**config.mk**
```make
export PLATFORM = sky130hd
export DESIGN_NAME = uart_burst_reg_bridge
export DESIGN_NICKNAME = d
export VERILOG_FILES = /design/src/rtl/uart_burst_reg_bridge_pkg.sv /design/src/rtl/uart_burst_reg_bridge_timeout.sv /design/src/rtl/uart_burst_reg_bridge.sv
export SDC_FILE = /design/constraint.sdc
export NUM_CORES = 1
export LEC_CHECK = 0
export BUFFER_PORTS_ARGS = -buffer_cell sky130_fd_sc_hd__buf_4
export CORE_ASPECT_RATIO = 1.75
export CORE_MARGIN = 2
export CORE_UTILIZATION = 50
export CTS_BUF_LIST = sky130_fd_sc_hd__clkbuf_4
export DETAILED_ROUTE_END_ITERATION = 10
export PLACE_DENSITY_LB_ADDON = 0.25
export SYNTH_ARGS = -nofsm -noshare
export SYNTH_HDL_FRONTEND = slang
export SYNTH_HIERARCHICAL = 1
export SYNTH_SLANG_ARGS = --single-unit
```
**constraint.sdc**
```tcl
create_clock -name i_clk -period 6.5 [get_ports i_clk]
set_input_delay 1.3 -clock i_clk [delete_from_list [all_inputs] [get_ports i_clk]]
set_output_delay 1.3 -clock i_clk [all_outputs]
set_load 0.03 [all_outputs]
```
**src/rtl/uart_burst_reg_bridge_pkg.sv**
```systemverilog
// Shared types and constants for the uart burst register bridge.
// Holds the FSM state encoding, the header layout, the ACK byte and width helpers.
package uart_burst_reg_bridge_pkg;

    typedef enum logic [2:0] {
        ST_HDR     = 3'd0,
        ST_ADDR    = 3'd1,
        ST_WDATA   = 3'd2,
        ST_ACK     = 3'd3,
        ST_RD_REQ  = 3'd4,
        ST_RD_WAIT = 3'd5,
        ST_RD_SEND = 3'd6
    } state_t;

    localparam logic [7:0] ACK_BYTE   = 8'h06;
    localparam int         HDR_RD_BIT = 32'sd7;

    function automatic int clog2_int(input int value);
        int w;
        w = 32'sd0;
        for (int i = 32'sd0; i < 32'sd31; i++) begin
            if ((32'sd1 << i) < value) begin
                w = i + 32'sd1;
            end
        end
        return w;
    endfunction

    function automatic int addr_bytes(input int width);
        return (width + 32'sd7) / 32'sd8;
    endfunction

endpackage

```
**src/rtl/uart_burst_reg_bridge_timeout.sv**
```systemverilog
// Inter-byte watchdog. It counts idle cycles while enabled and flags expiry on the
// cycle that completes the limit. A limit of zero means the watchdog never fires.
module uart_burst_reg_bridge_timeout #(
    parameter int TimeoutCycles = 1562500
) (
    input  logic clk,
    input  logic rst_n,
    input  logic clear,
    input  logic count_en,
    output logic expire
);

    localparam int CntW = (TimeoutCycles < 32'sd1) ? 32'sd1 : $clog2(TimeoutCycles + 32'sd1);
    localparam logic [CntW-1:0] LastCnt = (TimeoutCycles == 32'sd0) ? '0 : CntW'(TimeoutCycles - 32'sd1);

    logic [CntW-1:0] cnt_r;

    // Idle-cycle counter, restarted by every accepted byte or when not watching.
    always_ff @(posedge clk or negedge rst_n) begin
        if (!rst_n) begin
            cnt_r <= '0;
        end else if (clear) begin
            cnt_r <= '0;
        end else if (count_en) begin
            cnt_r <= cnt_r + CntW'(1);
        end
    end

    assign expire = (TimeoutCycles != 32'sd0) && count_en && (cnt_r == LastCnt);

endmodule

```
**src/rtl/uart_burst_reg_bridge.sv**
```systemverilog
// Byte-stream command engine: header, MSB-first address, then a burst of writes
// (answered with ACK) or reads (each returned as a tx byte), with address auto-increment.
module uart_burst_reg_bridge
    import uart_burst_reg_bridge_pkg::*;
#(
    parameter int DataSize      = 8,
    parameter int AddrWidth     = 7,
    parameter int MaxBurst      = 16,
    parameter int TimeoutCycles = 1562500
) (
    input  logic                 i_clk,
    input  logic                 i_rst_n,
    input  logic [DataSize-1:0]  i_rx_data,
    input  logic                 i_rx_valid,
    output logic                 o_rx_ready,
    output logic [DataSize-1:0]  o_tx_data,
    output logic                 o_tx_valid,
    input  logic                 i_tx_ready,
    output logic [AddrWidth-1:0] o_reg_addr,
    output logic                 o_reg_wr_en,
    output logic [DataSize-1:0]  o_reg_wdata,
    output logic                 o_reg_rd_en,
    input  logic [DataSize-1:0]  i_reg_rdata,
    output logic                 o_busy,
    output logic                 o_err_timeout
);

    localparam int         LenW   = clog2_int(MaxBurst);
    localparam logic [1:0] AbLast = 2'(addr_bytes(AddrWidth) - 32'sd1);

    state_t               state_r;
    logic                 rd_wrn_r;
    logic [LenW-1:0]      len_m1_r;
    logic [LenW-1:0]      idx_r;
    logic [1:0]           ab_r;
    logic [AddrWidth-1:0] addr_r;
    logic [AddrWidth-1:0] addr_next_s;
    logic                 rx_acc_s;
    logic                 tx_acc_s;
    logic                 tmo_active_s;
    logic                 expire_s;
    logic                 last_s;

    assign rx_acc_s     = i_rx_valid && o_rx_ready;
    assign tx_acc_s     = o_tx_valid && i_tx_ready;
    assign tmo_active_s = (state_r == ST_ADDR) || (state_r == ST_WDATA);
    assign last_s       = (idx_r == len_m1_r);

    // Shifting in a new address byte drops whatever falls above AddrWidth.
    if (AddrWidth > DataSize) begin : g_addr_wide
        assign addr_next_s = {addr_r[AddrWidth-DataSize-1:0], i_rx_data};
    end else begin : g_addr_narrow
        assign addr_next_s = i_rx_data[AddrWidth-1:0];
    end

    uart_burst_reg_bridge_timeout #(
        .TimeoutCycles (TimeoutCycles)
    ) u_timeout (
        .clk      (i_clk),
        .rst_n    (i_rst_n),
        .clear    (!tmo_active_s || rx_acc_s),
        .count_en (tmo_active_s && !rx_acc_s),
        .expire   (expire_s)
    );

    // Command FSM with burst counters and all registered outputs.
    always_ff @(posedge i_clk or negedge i_rst_n) begin
        if (!i_rst_n) begin
            state_r       <= ST_HDR;
            rd_wrn_r      <= 1'b0;
            len_m1_r      <= '0;
            idx_r         <= '0;
            ab_r          <= 2'd0;
            addr_r        <= '0;
            o_rx_ready    <= 1'b0;
            o_tx_data     <= '0;
            o_tx_valid    <= 1'b0;
            o_reg_addr    <= '0;
            o_reg_wr_en   <= 1'b0;
            o_reg_wdata   <= '0;
            o_reg_rd_en   <= 1'b0;
            o_busy        <= 1'b0;
            o_err_timeout <= 1'b0;
        end else begin
            o_reg_wr_en   <= 1'b0;
            o_reg_rd_en   <= 1'b0;
            o_err_timeout <= 1'b0;
            case (state_r)
                ST_HDR: begin
                    o_rx_ready <= 1'b1;
                    if (rx_acc_s) begin
                        rd_wrn_r <= i_rx_data[HDR_RD_BIT];
                        len_m1_r <= i_rx_data[LenW-1:0];
                        idx_r    <= '0;
                        ab_r     <= 2'd0;
                        addr_r   <= '0;
                        o_busy   <= 1'b1;
                        state_r  <= ST_ADDR;
                    end
                end
                ST_ADDR: begin
                    if (expire_s) begin
                        o_err_timeout <= 1'b1;
                        o_busy        <= 1'b0;
                        state_r       <= ST_HDR;
                    end else if (rx_acc_s) begin
                        addr_r <= addr_next_s;
                        ab_r   <= ab_r + 2'd1;
                        if (ab_r == AbLast) begin
                            if (rd_wrn_r) begin
                                o_rx_ready  <= 1'b0;
                                o_reg_rd_en <= 1'b1;
                                o_reg_addr  <= addr_next_s;
                                state_r     <= ST_RD_REQ;
                            end else begin
                                state_r <= ST_WDATA;
                            end
                        end
                    end
                end
                ST_WDATA: begin
                    if (expire_s) begin
                        o_err_timeout <= 1'b1;
                        o_busy        <= 1'b0;
                        state_r       <= ST_HDR;
                    end else if (rx_acc_s) begin
                        o_reg_wr_en <= 1'b1;
                        o_reg_wdata <= i_rx_data;
                        o_reg_addr  <= addr_r;
                        addr_r      <= addr_r + AddrWidth'(1);
                        idx_r       <= idx_r + LenW'(1);
                        if (last_s) begin
                            o_rx_ready <= 1'b0;
                            o_tx_valid <= 1'b1;
                            o_tx_data  <= DataSize'(ACK_BYTE);
                            state_r    <= ST_ACK;
                        end
                    end
                end
                ST_ACK: begin
                    if (tx_acc_s) begin
                        o_tx_valid <= 1'b0;
                        o_busy     <= 1'b0;
                        o_rx_ready <= 1'b1;
                        state_r    <= ST_HDR;
                    end
                end
                ST_RD_REQ: begin
                    state_r <= ST_RD_WAIT;
                end
                ST_RD_WAIT: begin
                    o_tx_data  <= i_reg_rdata;
                    o_tx_valid <= 1'b1;
                    state_r    <= ST_RD_SEND;
                end
                ST_RD_SEND: begin
                    if (tx_acc_s) begin
                        o_tx_valid <= 1'b0;
                        addr_r     <= addr_r + AddrWidth'(1);
                        if (last_s) begin
                            o_busy     <= 1'b0;
                            o_rx_ready <= 1'b1;
                            state_r    <= ST_HDR;
                        end else begin
                            idx_r       <= idx_r + LenW'(1);
                            o_reg_rd_en <= 1'b1;
                            o_reg_addr  <= addr_r + AddrWidth'(1);
                            state_r     <= ST_RD_REQ;
                        end
                    end
                end
                default: begin
                    o_rx_ready <= 1'b0;
                    o_tx_valid <= 1'b0;
                    o_busy     <= 1'b0;
                    state_r    <= ST_HDR;
                end
            endcase
        end
    end

endmodule
```
==> results of run 1 <==
## report_power, final
group	switching, µW	internal, µW
registers	0.399	442
logic	15.1	10.3
clock network	139	92.4
total	155	545
## sequential cells by signal (all words and copies together) (netlist names)
| name | cells |
|---|---|
| ab_r | 2 |
| addr_r | 7 |
| idx_r | 4 |
| len_m1_r | 4 |
| o_busy | 1 |
| o_err_timeout | 1 |
| o_reg_addr | 7 |
| o_reg_rd_en | 1 |
| o_reg_wdata | 8 |
| o_reg_wr_en | 1 |
| o_rx_ready | 1 |
| o_tx_data | 8 |
| o_tx_valid | 1 |
| rd_wrn_r | 1 |
| state_r | 3 |
| u_timeout/cnt_r | 21 |
## metal layers
metal	vias to the layer above	wire length [µm]	global-route usage, %
met3	23	388	5.03
met4	0	234	9.44
li1	1475	-	-
met5	-	0	0
met1	1459	3230	23.7
met2	98	4260	35.9
## placed cells by master, fill, tap and decap left out, types with 6 or more instances in the layout
master    Yosys  routed
mux2_2       20      20
inv_1         7       7
a21oi_1      15      15
nand3_1      15      15
nand4_1      11      11
o21ai_0      38      38
a22o_1        7       7
xor2_1       15      15
xnor2_1       8       8
or3_1         7       7
clkbuf_4      0      13
nor2_1       38      38
buf_4         1      51
nand2_1      35      35
dfrtp_1      71      71
and3_1        6       6
## how the worst max path moves through the flow
stage	from	to	cells after the start	slack (ns)
final	i_rx_valid	o_tx_data[4]$_DFFE_PN0P_	13	2.18
after global routing	state_r[0]$_DFFE_PN0P_	addr_r[3]$_DFFE_PN0P_	13	1.72
after CTS	i_rx_valid	o_tx_data[4]$_DFFE_PN0P_	13	2.17
after global placement	i_rx_valid	o_tx_data[3]$_DFFE_PN0P_	13	1.81
after floorplan	i_rx_valid	state_r[1]$_DFFE_PN0P_	11	2.49
after detailed placement	i_rx_valid	o_tx_data[4]$_DFFE_PN0P_	13	1.72
## critical path, cell delays in order
cell	delay [ns]
buf_4	0.12
and2_2	0.22
nor2_1	0.13
nand2_1	0.49
inv_1	0.50
nand3_1	0.14
nor4_2	0.28
buf_4	0.23
nor2_1	0.10
nand3_1	0.48
nor2_1	0.08
nor2_1	0.40
a22o_1	0.20
## layout make-up
type | count | area [µm²] | share of cell area, %
multi-input cells | 285 | 1860 | 43.6
flip-flops and latches | 71 | 1780 | 41.7
repair buffers | 51 | 383 | 8.99
well taps | 86 | 108 | 2.53
clock buffers | 13 | 97.6 | 2.29
inverters | 8 | 30.0 | 0.705
clock inverters | 2 | 8.76 | 0.206
## through the flow
| step | instance area, µm² | setup slack, ns | util (%) | hold slack (ns) | power [µW] |
|---|---|---|---|---|---|
| 3_3_place_gp | 4150 | 1.81 | 57.4 | 0.467 | 477 |
| 3_5_place_dp | 4150 | 1.72 | 57.4 | 0.468 | 477 |
| 2_1_floorplan | 3750 | 2.49 | - | 0.472 | 456 |
| 4_1_cts | 4260 | 2.17 | 58.9 | 0.493 | 712 |
| 6_report | 4260 | 2.18 | 58.9 | 0.486 | 699 |
| 5_1_grt | 4260 | 1.72 | 58.9 | 0.509 | 730 |
## logic make-up (layout without fill, tap and decap cells)
group                    Yosys count  in the layout  synth area share, %
multiplexers                      24             24                 7.10
adder cells (fa/ha/maj)            5              5                 1.60
XOR/XNOR                          23             23                 5.37
flip-flops                        71             71                 47.3
AO/OA/AOI/OAI                     92             92                 15.8
AND/OR/NAND/NOR                  141            141                 19.4
buffers and inverters             27             74                 3.37
==> run metrics, run 1 <==
status finished, final reports clean; gr usage total between 20% and 30%; largest net degree at the start of global routing between 70 and 80; Pre-antenna DRT Iters 4; most common cell in the netlist dfrtp_1; Critical Path Source Type input pin; Leak Pwr slightly above 0.002 µW; Routability Congestion between 0.9 and 1; worst r2r src state_r[0]$_DFFE_PN0P_; drt total wl 8110 µm; Fin. Hold Viols 0; dpl hpwl 5820 µm; pwr dens 164 mW/mm²; RSZ-0062 raised after global routing no; ant diodes 0; post-synth top area share about 47%; CTS root buffer clkbuf_4; WHS Endpoint o_reg_wdata[7]$_DFFE_PN0P_; Mapped Area 0.00375 mm²; post-CTS sizing 0; Yosys top cell by area dfrtp_1; final net count between 400 and 500; setup TNS 0 ns; WHS Path Cells 2; Core ar. between 0.007 and 0.008 mm²; syn avg cell area slightly below 10 µm²; Async S/R FF share, synth between 90% and 100%; syn_nets slightly above 400; starting density of the core around half; Tightest Hold Check Type reg2reg; chip height roughly 120 µm; die extent in x 69.5 µm; Final Non-Filler Cells 516; Final Critical Period between 4 and 5 ns; share of cells above drive strength 1 22.6%; ANT nets after route 0; CP Class in2reg; First DRT Iteration DRCs 240; post-CTS setup buffer count 0; H-tree Lvls 3; sequential share of the synthesized area a little under half; fill count roughly 650; WP data arrival ~4.7 ns; vias in the first global route a little under 3,000; PortBufs 48; Via Count 3,055; first-pass GRT wire length between 10,000 and 15,000 µm; ranking of synthesized cells by instance count dfrtp_1 (71), nor2_1 (38), o21ai_0 (38); Final Setup Violations 0; top_reg_cell synth dfrtp_1; Reg clk slew, reported paths 0.09 ns; post-synthesis cell type count 60; Layout area overhead 13.5%; grt ovf 0; drt wl/cell ~16 µm; reg2reg path depth 13; CTS Buffer Depth 2; CTS tree done; max-cap violations 0; Clock Skew about 0.013 ns; total CTS buffers 9; CP Max Fanout 25; Warnings, synthesis 6; Rows slightly above 40; Ports 49; die area 0.00824 mm²; Least-Margin Pin Slew about 1.1 ns; Synth Register Bits slightly above 70; Post-Synthesis Cells 383; Post-synth EDFFs 0; initial antenna violation count 0; slack of the worst reg-to-reg path about 2.2 ns; # DRC 0; worst vdd ir approximately 0.12 mV; Synth area leaders dfrtp_1 (47%), mux2_2 (6.0%), o21ai_0 (5.1%), nor2_1 (3.8%), nand2_1 (3.5%); Req. time, crit path 6.85 ns; placed cell count 501; Final Max Tran Viols 0; achievable frequency ~230 MHz; relative slew slack between 20% and 30%; origin of the worst min-delay path o_reg_wdata[7]$_DFFE_PN0P_; Final period util around two thirds; Vias/cell ~5.9; Clock Latency Late Sink 0.42 ns; crit end category flip-flop; clock sinks just over 70; Reg-to-Reg End addr_r[2]$_DFFE_PN0P_; hold buffers post-CTS 0
(Power assumes the default switching activity.)
==> run 2, diff against run 1 <==
==> constraint.sdc (replaced) <==
create_clock -name i_clk -period 3.8 [get_ports i_clk]
set_input_delay 0.76 -clock i_clk [delete_from_list [all_inputs] [get_ports i_clk]]
set_output_delay 0.76 -clock i_clk [all_outputs]
set_load 0.03 [all_outputs]
==> run 2 against run 1 <==
Net effect:
- flip-flop and latch count unchanged
- die area unchanged
- wire length increased by 3.0%
- hold slack got worse by 0.033 ns
- critical path type is now reg2reg
- largest cell class unchanged
==> run metrics, run 2 (synthesized netlist as in run 1, its figures left out) <==
worst vdd ir between 0.2 and 0.25 mV; Clock Latency Late Sink roughly 0.43 ns; Ports 49; Final Critical Period roughly 2.8 ns; Reg power frac roughly 62%; hold buffers post-CTS 0; # DRC 0; crit end category flip-flop; Req. time, crit path between 4 and 5 ns; grt ovf 0; CTS Buffer Depth 2; Core ar. approximately 0.0072 mm²; Final WS setup between 1 and 1.5 ns; pre-CTS setup slack roughly 0.8 ns; ant diodes 0; WP data arrival between 3 and 4 ns; die area 0.00824 mm²; Via Count 3,035; drt wl/cell approximately 16 µm; first-pass GRT wire length 14,200 µm; achievable frequency ~360 MHz; Layout area overhead 14.9%; Tightest Hold Check Type in2async; starting density of the core between 50% and 60%; chip height approximately 120 µm; switching share of total power ~22%; RSZ-0062 raised after global routing no; commonest non-fill, non-tap cell in the layout dfrtp_1; drt total wl 8350 µm; First DRT Iteration DRCs slightly below 200; dpl hpwl ~6000 µm; setup TNS 0 ns; Final Non-Filler Cells 523; CP Class reg2reg; Top reg by flops u_timeout/cnt_r; placed cell count 507; ANT nets after route 0; max-cap violations 0; Vias/cell 5.80; vias in the first global route roughly 3,000; post-CTS sizing 0; relative slew slack around 41%; Util after Layout 59.6%; Least-Margin Pin Slew 0.889 ns; pwr dens between 200 and 300 mW/mm²; fill count between 600 and 700; Pre-antenna DRT Iters 4; Final Max Tran Viols 0; Rows 41; H-tree Lvls 3; Final period util between 70% and 80%; Fin. Hold Viols 0; CTS tree done; post-CTS setup buffer count 0; total CTS buffers 9; die extent in x 69.5 µm; commonest non-fill, non-tap cells in the layout dfrtp_1 (71), buf_4 (57), nor2_1 (38), o21ai_0 (38), nand2_1 (35); CP Max Fanout 14; final net count between 400 and 500; Internal around 940 µW; sw power ~270 µW; clock sinks 71; Gate power share 3.6%; CTS root buffer clkbuf_4; largest net degree at the start of global routing around 70; worst r2r src state_r[0]$_DFFE_PN0P_; slack of the worst reg-to-reg path around 1.0 ns; share of cells above drive strength 1 between 20% and 30%; Critical Path Source Type flip-flop; Routability Congestion just under 0.9; crit path launch state_r[0]$_DFFE_PN0P_; status finished, final reports clean; gr usage total between 20% and 30%; Largest register FFs 21; Clock Skew ~0.013 ns; initial antenna violation count 0; Final Setup Violations 0; Reg clk slew, reported paths about 0.1 ns; Leak Pwr about 0.002 µW; biggest regs u_timeout/cnt_r (21), o_reg_wdata (8), o_tx_data (8); PortBufs between 40 and 50; Clk pwr share between 30 and 40%
==> run 2: final cells by class <==
cell class                 count  area (µm²)  area share (%)
clock buffer                  14         105            2.44
clock inverter                 2        7.51           0.174
inverter                       8        30.0           0.696
multi-input combinational    285        1860            43.1
sequential                    71        1780            41.2
tap                           86         108            2.50
timing repair buffer          57         428            9.92
==> run 2: per-layer routing <==
metal | up-vias | track usage, % | part of all wire (%)
met5 | - | 0 | 0
met4 | 0 | 13.8 | 3.9
met1 | 1451 | 24.1 | 40
met3 | 23 | 3.50 | 3.1
li1 | 1498 | - | -
met2 | 63 | 37.7 | 53
==> run 2: worst max-delay path, stage by stage (launching register included) <==
cell and delay, ns:
dfrtp_1 0.65, nand2b_1 0.19, nand2_1 0.09, nand2_1 0.09
inv_1 0.06, nand3_1 0.09, nor4_2 0.05, buf_4 0.18
nand3b_1 0.16, a221o_1 0.40, nor3_4 0.32, mux2_2 0.38
==> run 2: path summary, 6_finish.rpt <==
path,end,depth (start not counted)
max in group asynchronous,o_reg_wdata[5]$_DFFE_PN0P_,1
setup reg to reg,o_reg_addr[3]$_DFFE_PN0P_,11
hold / removal,o_reg_wdata[4]$_DFFE_PN0P_,1
hold reg to reg,o_reg_wdata[7]$_DFFE_PN0P_,2
setup / recovery,o_reg_addr[3]$_DFFE_PN0P_,11
min in group i_clk,o_reg_wdata[7]$_DFFE_PN0P_,2
==> run 2: per-stage QoR <==
| step | total power [µW] | hold slack (ns) | area (µm²) |
|---|---|---|---|
| after global routing | 1270 | 0.527 | 4310 |
| after CTS | 1240 | 0.465 | 4310 |
| after detailed placement | 817 | 0.472 | 4200 |
| after floorplan | 780 | 0.464 | 3750 |
| after global placement | 816 | 0.461 | 4200 |
| final | 1210 | 0.453 | 4310 |
==> run 2: power groups by stage <==
stage | clock [µW] | combinational (µW) | sequential, µW
6_report | 413 | 43.6 | 757
4_1_cts | 433 | 45.6 | 757
3_5_place_dp | 0 | 45.7 | 772
2_1_floorplan | 0 | 5.80 | 774
3_3_place_gp | 0 | 44.3 | 772
5_1_grt | 458 | 50.3 | 757
==> run 3, diff against run 2 <==
==> constraint.sdc (replaced) <==
create_clock -name i_clk -period 2.75 [get_ports i_clk]
set_input_delay 0.55 -clock i_clk [delete_from_list [all_inputs] [get_ports i_clk]]
set_output_delay 0.55 -clock i_clk [all_outputs]
set_load 0.03 [all_outputs]
==> run 3 against run 2 <==
Net effect:
- clock power grew 57%
- setup slack got worse by 0.88 ns
- fmax increased by 6.6%
- count of clock-buffer cells in the layout is 5 lower
- non-clock buffer count rose by 14
- sequential share of layout area shrank 1.4 points
- hold slack lost 0.23 ns
- largest cell class unchanged
==> run metrics, run 3 (synthesized netlist as in run 1, its figures left out) <==
Largest register FFs 21; commonest non-fill, non-tap cell in the layout dfrtp_1; Final Critical Period 2.59 ns; worst vdd ir around 0.32 mV; status finished, final reports clean; largest net degree at the start of global routing just over 70; Final Setup Violations 0; starting density of the core about half; achievable frequency 386 MHz; die area approximately 0.008 mm²; Fin. Hold Viols 0; Multi-input gate area about 0.0019 mm²; FF/Latch Area ~0.0018 mm²; RSZ-0062 raised after global routing no; Via Count approximately 3,100; Top reg by flops u_timeout/cnt_r; dpl hpwl 6430 µm; pwr dens about 390 mW/mm²; gr usage total 22.5%; crit end category flip-flop; Ports 49; max-cap violations 0; clock sinks between 70 and 80; ant diodes 0; commonest non-fill, non-tap cells in the layout dfrtp_1 (71), buf_4 (70), nor2_1 (38), o21ai_0 (38), nand2_1 (34); biggest regs u_timeout/cnt_r (21), o_reg_wdata (8), o_tx_data (8); Pre-antenna DRT Iters 4; hold buffers post-CTS 0; Core ar. a little over 0.007 mm²; PortBufs 48; Leak Pwr ~0.0021 µW; Layout area overhead 18.9%; Req. time, crit path ~3.1 ns; CP Max Fanout 11; relative slew slack 40.0%; ANT nets after route 0; CP Class reg2reg; initial antenna violation count 0; CTS root buffer clkbuf_4; Vias/cell between 5 and 6; CTS tree done; Clock Latency Late Sink 0.44 ns; drt total wl between 8000 and 9000 µm; CTS Buffer Depth 2; Final period util between 90% and 100%; post-CTS setup buffer count 0; post-CTS sizing 0; setup TNS 0 ns; first-pass GRT wire length about 15,000 µm; die extent in x roughly 70 µm; Tightest Hold Check Type in2async; vias in the first global route slightly above 3,000; H-tree Lvls 3; chip height between 100 and 150 µm; share of cells above drive strength 1 approximately a quarter; Routability Congestion ~0.9; Final Max Tran Viols 0; Power Total between 1500 and 2000 µW; final net count 470; WP data arrival just under 3 ns; Clock Skew around 0.013 ns; Critical Path Source Type flip-flop; Rows 41; First DRT Iteration DRCs 153; fill count about 630; Reg clk slew, reported paths between 0.1 and 0.15 ns; # DRC 0; total CTS buffers 9; drt wl/cell 16.3 µm; grt ovf 0; Least-Margin Pin Slew approximately 0.90 ns
## run 3: cell types whose count changed in the layout (fill, tap and decap cells not counted), moves of 2 or more
cell        change
clkinvlp_4      +2
clkbuf_4        -5
clkinv_2        +3
buf_4          +13
## run 3: report_power, final
group	total, µW	switching (µW)	internal [µW]
combinational	60.6	36.3	24.3
clock	648	380	269
sequential	1050	0.973	1050
## run 3: worst paths after layout
kind	from	cells past startpoint	end	slack, ns
max	o_rx_ready$_DFFE_PN0P_	11	o_reg_addr[1]$_DFFE_PN0P_	0.16
min	i_rst_n	1	o_reg_wdata[6]$_DFFE_PN0P_	0.22
max reg2reg	o_rx_ready$_DFFE_PN0P_	11	o_reg_addr[1]$_DFFE_PN0P_	0.16
min reg2reg	o_reg_wdata[7]$_DFFE_PN0P_	2	o_reg_wdata[7]$_DFFE_PN0P_	0.49
max in group asynchronous	i_rst_n	1	u_timeout/cnt_r[10]$_DFFE_PN0P_	1.94
min in group i_clk	i_rx_data[7]	3	o_reg_wdata[7]$_DFFE_PN0P_	0.31
## run 3: layout make-up
type	instances	area share (%)
Multi-Input combinational cell	285	42.0
Clock buffer	9	1.51
Sequential cell	71	39.8
Inverter	8	0.673
Tap cell	86	2.41
Timing Repair Buffer	71	12.2
Clock inverter	7	1.43
## run 3: worst max-delay path, stage by stage (launching register included)
cell and delay, ns:
dfrtp_1 0.46, and2_2 0.19, nor2_1 0.08, nand2_2 0.08
inv_1 0.06, nand3_2 0.09, nor4_4 0.04, buf_4 0.17
nand3b_1 0.16, a221o_1 0.38, nor3_4 0.39, mux2_2 0.39
## run 3: through the flow
| stage | worst slack (ns) | hold slack, ns | std cells | utilization [%] | cell area, µm² |
|---|---|---|---|---|---|
| after detailed placement | 0.000539 | 0.469 | 521 | 59.9 | 4330 |
| after global routing | 0.0601 | 0.297 | 537 | 61.7 | 4460 |
| after floorplan | 0.0152 | 0.254 | 383 | - | 3800 |
| final | 0.160 | 0.221 | 537 | 61.7 | 4460 |
| after global placement | 0.0640 | 0.458 | 521 | 59.9 | 4330 |
| after CTS | 0.158 | 0.244 | 537 | 61.7 | 4460 |
## run 3: per-layer routing
| layer | wire length [µm] | GRT usage (%) | vias to the layer above |
|---|---|---|---|
| li1 | - | - | 1515 |
| met1 | 3340 | 24.3 | 1534 |
| met2 | 4750 | 40.5 | 72 |
| met3 | 322 | 4.52 | 24 |
| met4 | 318 | 12.1 | 0 |
| met5 | 0 | 0 | - |
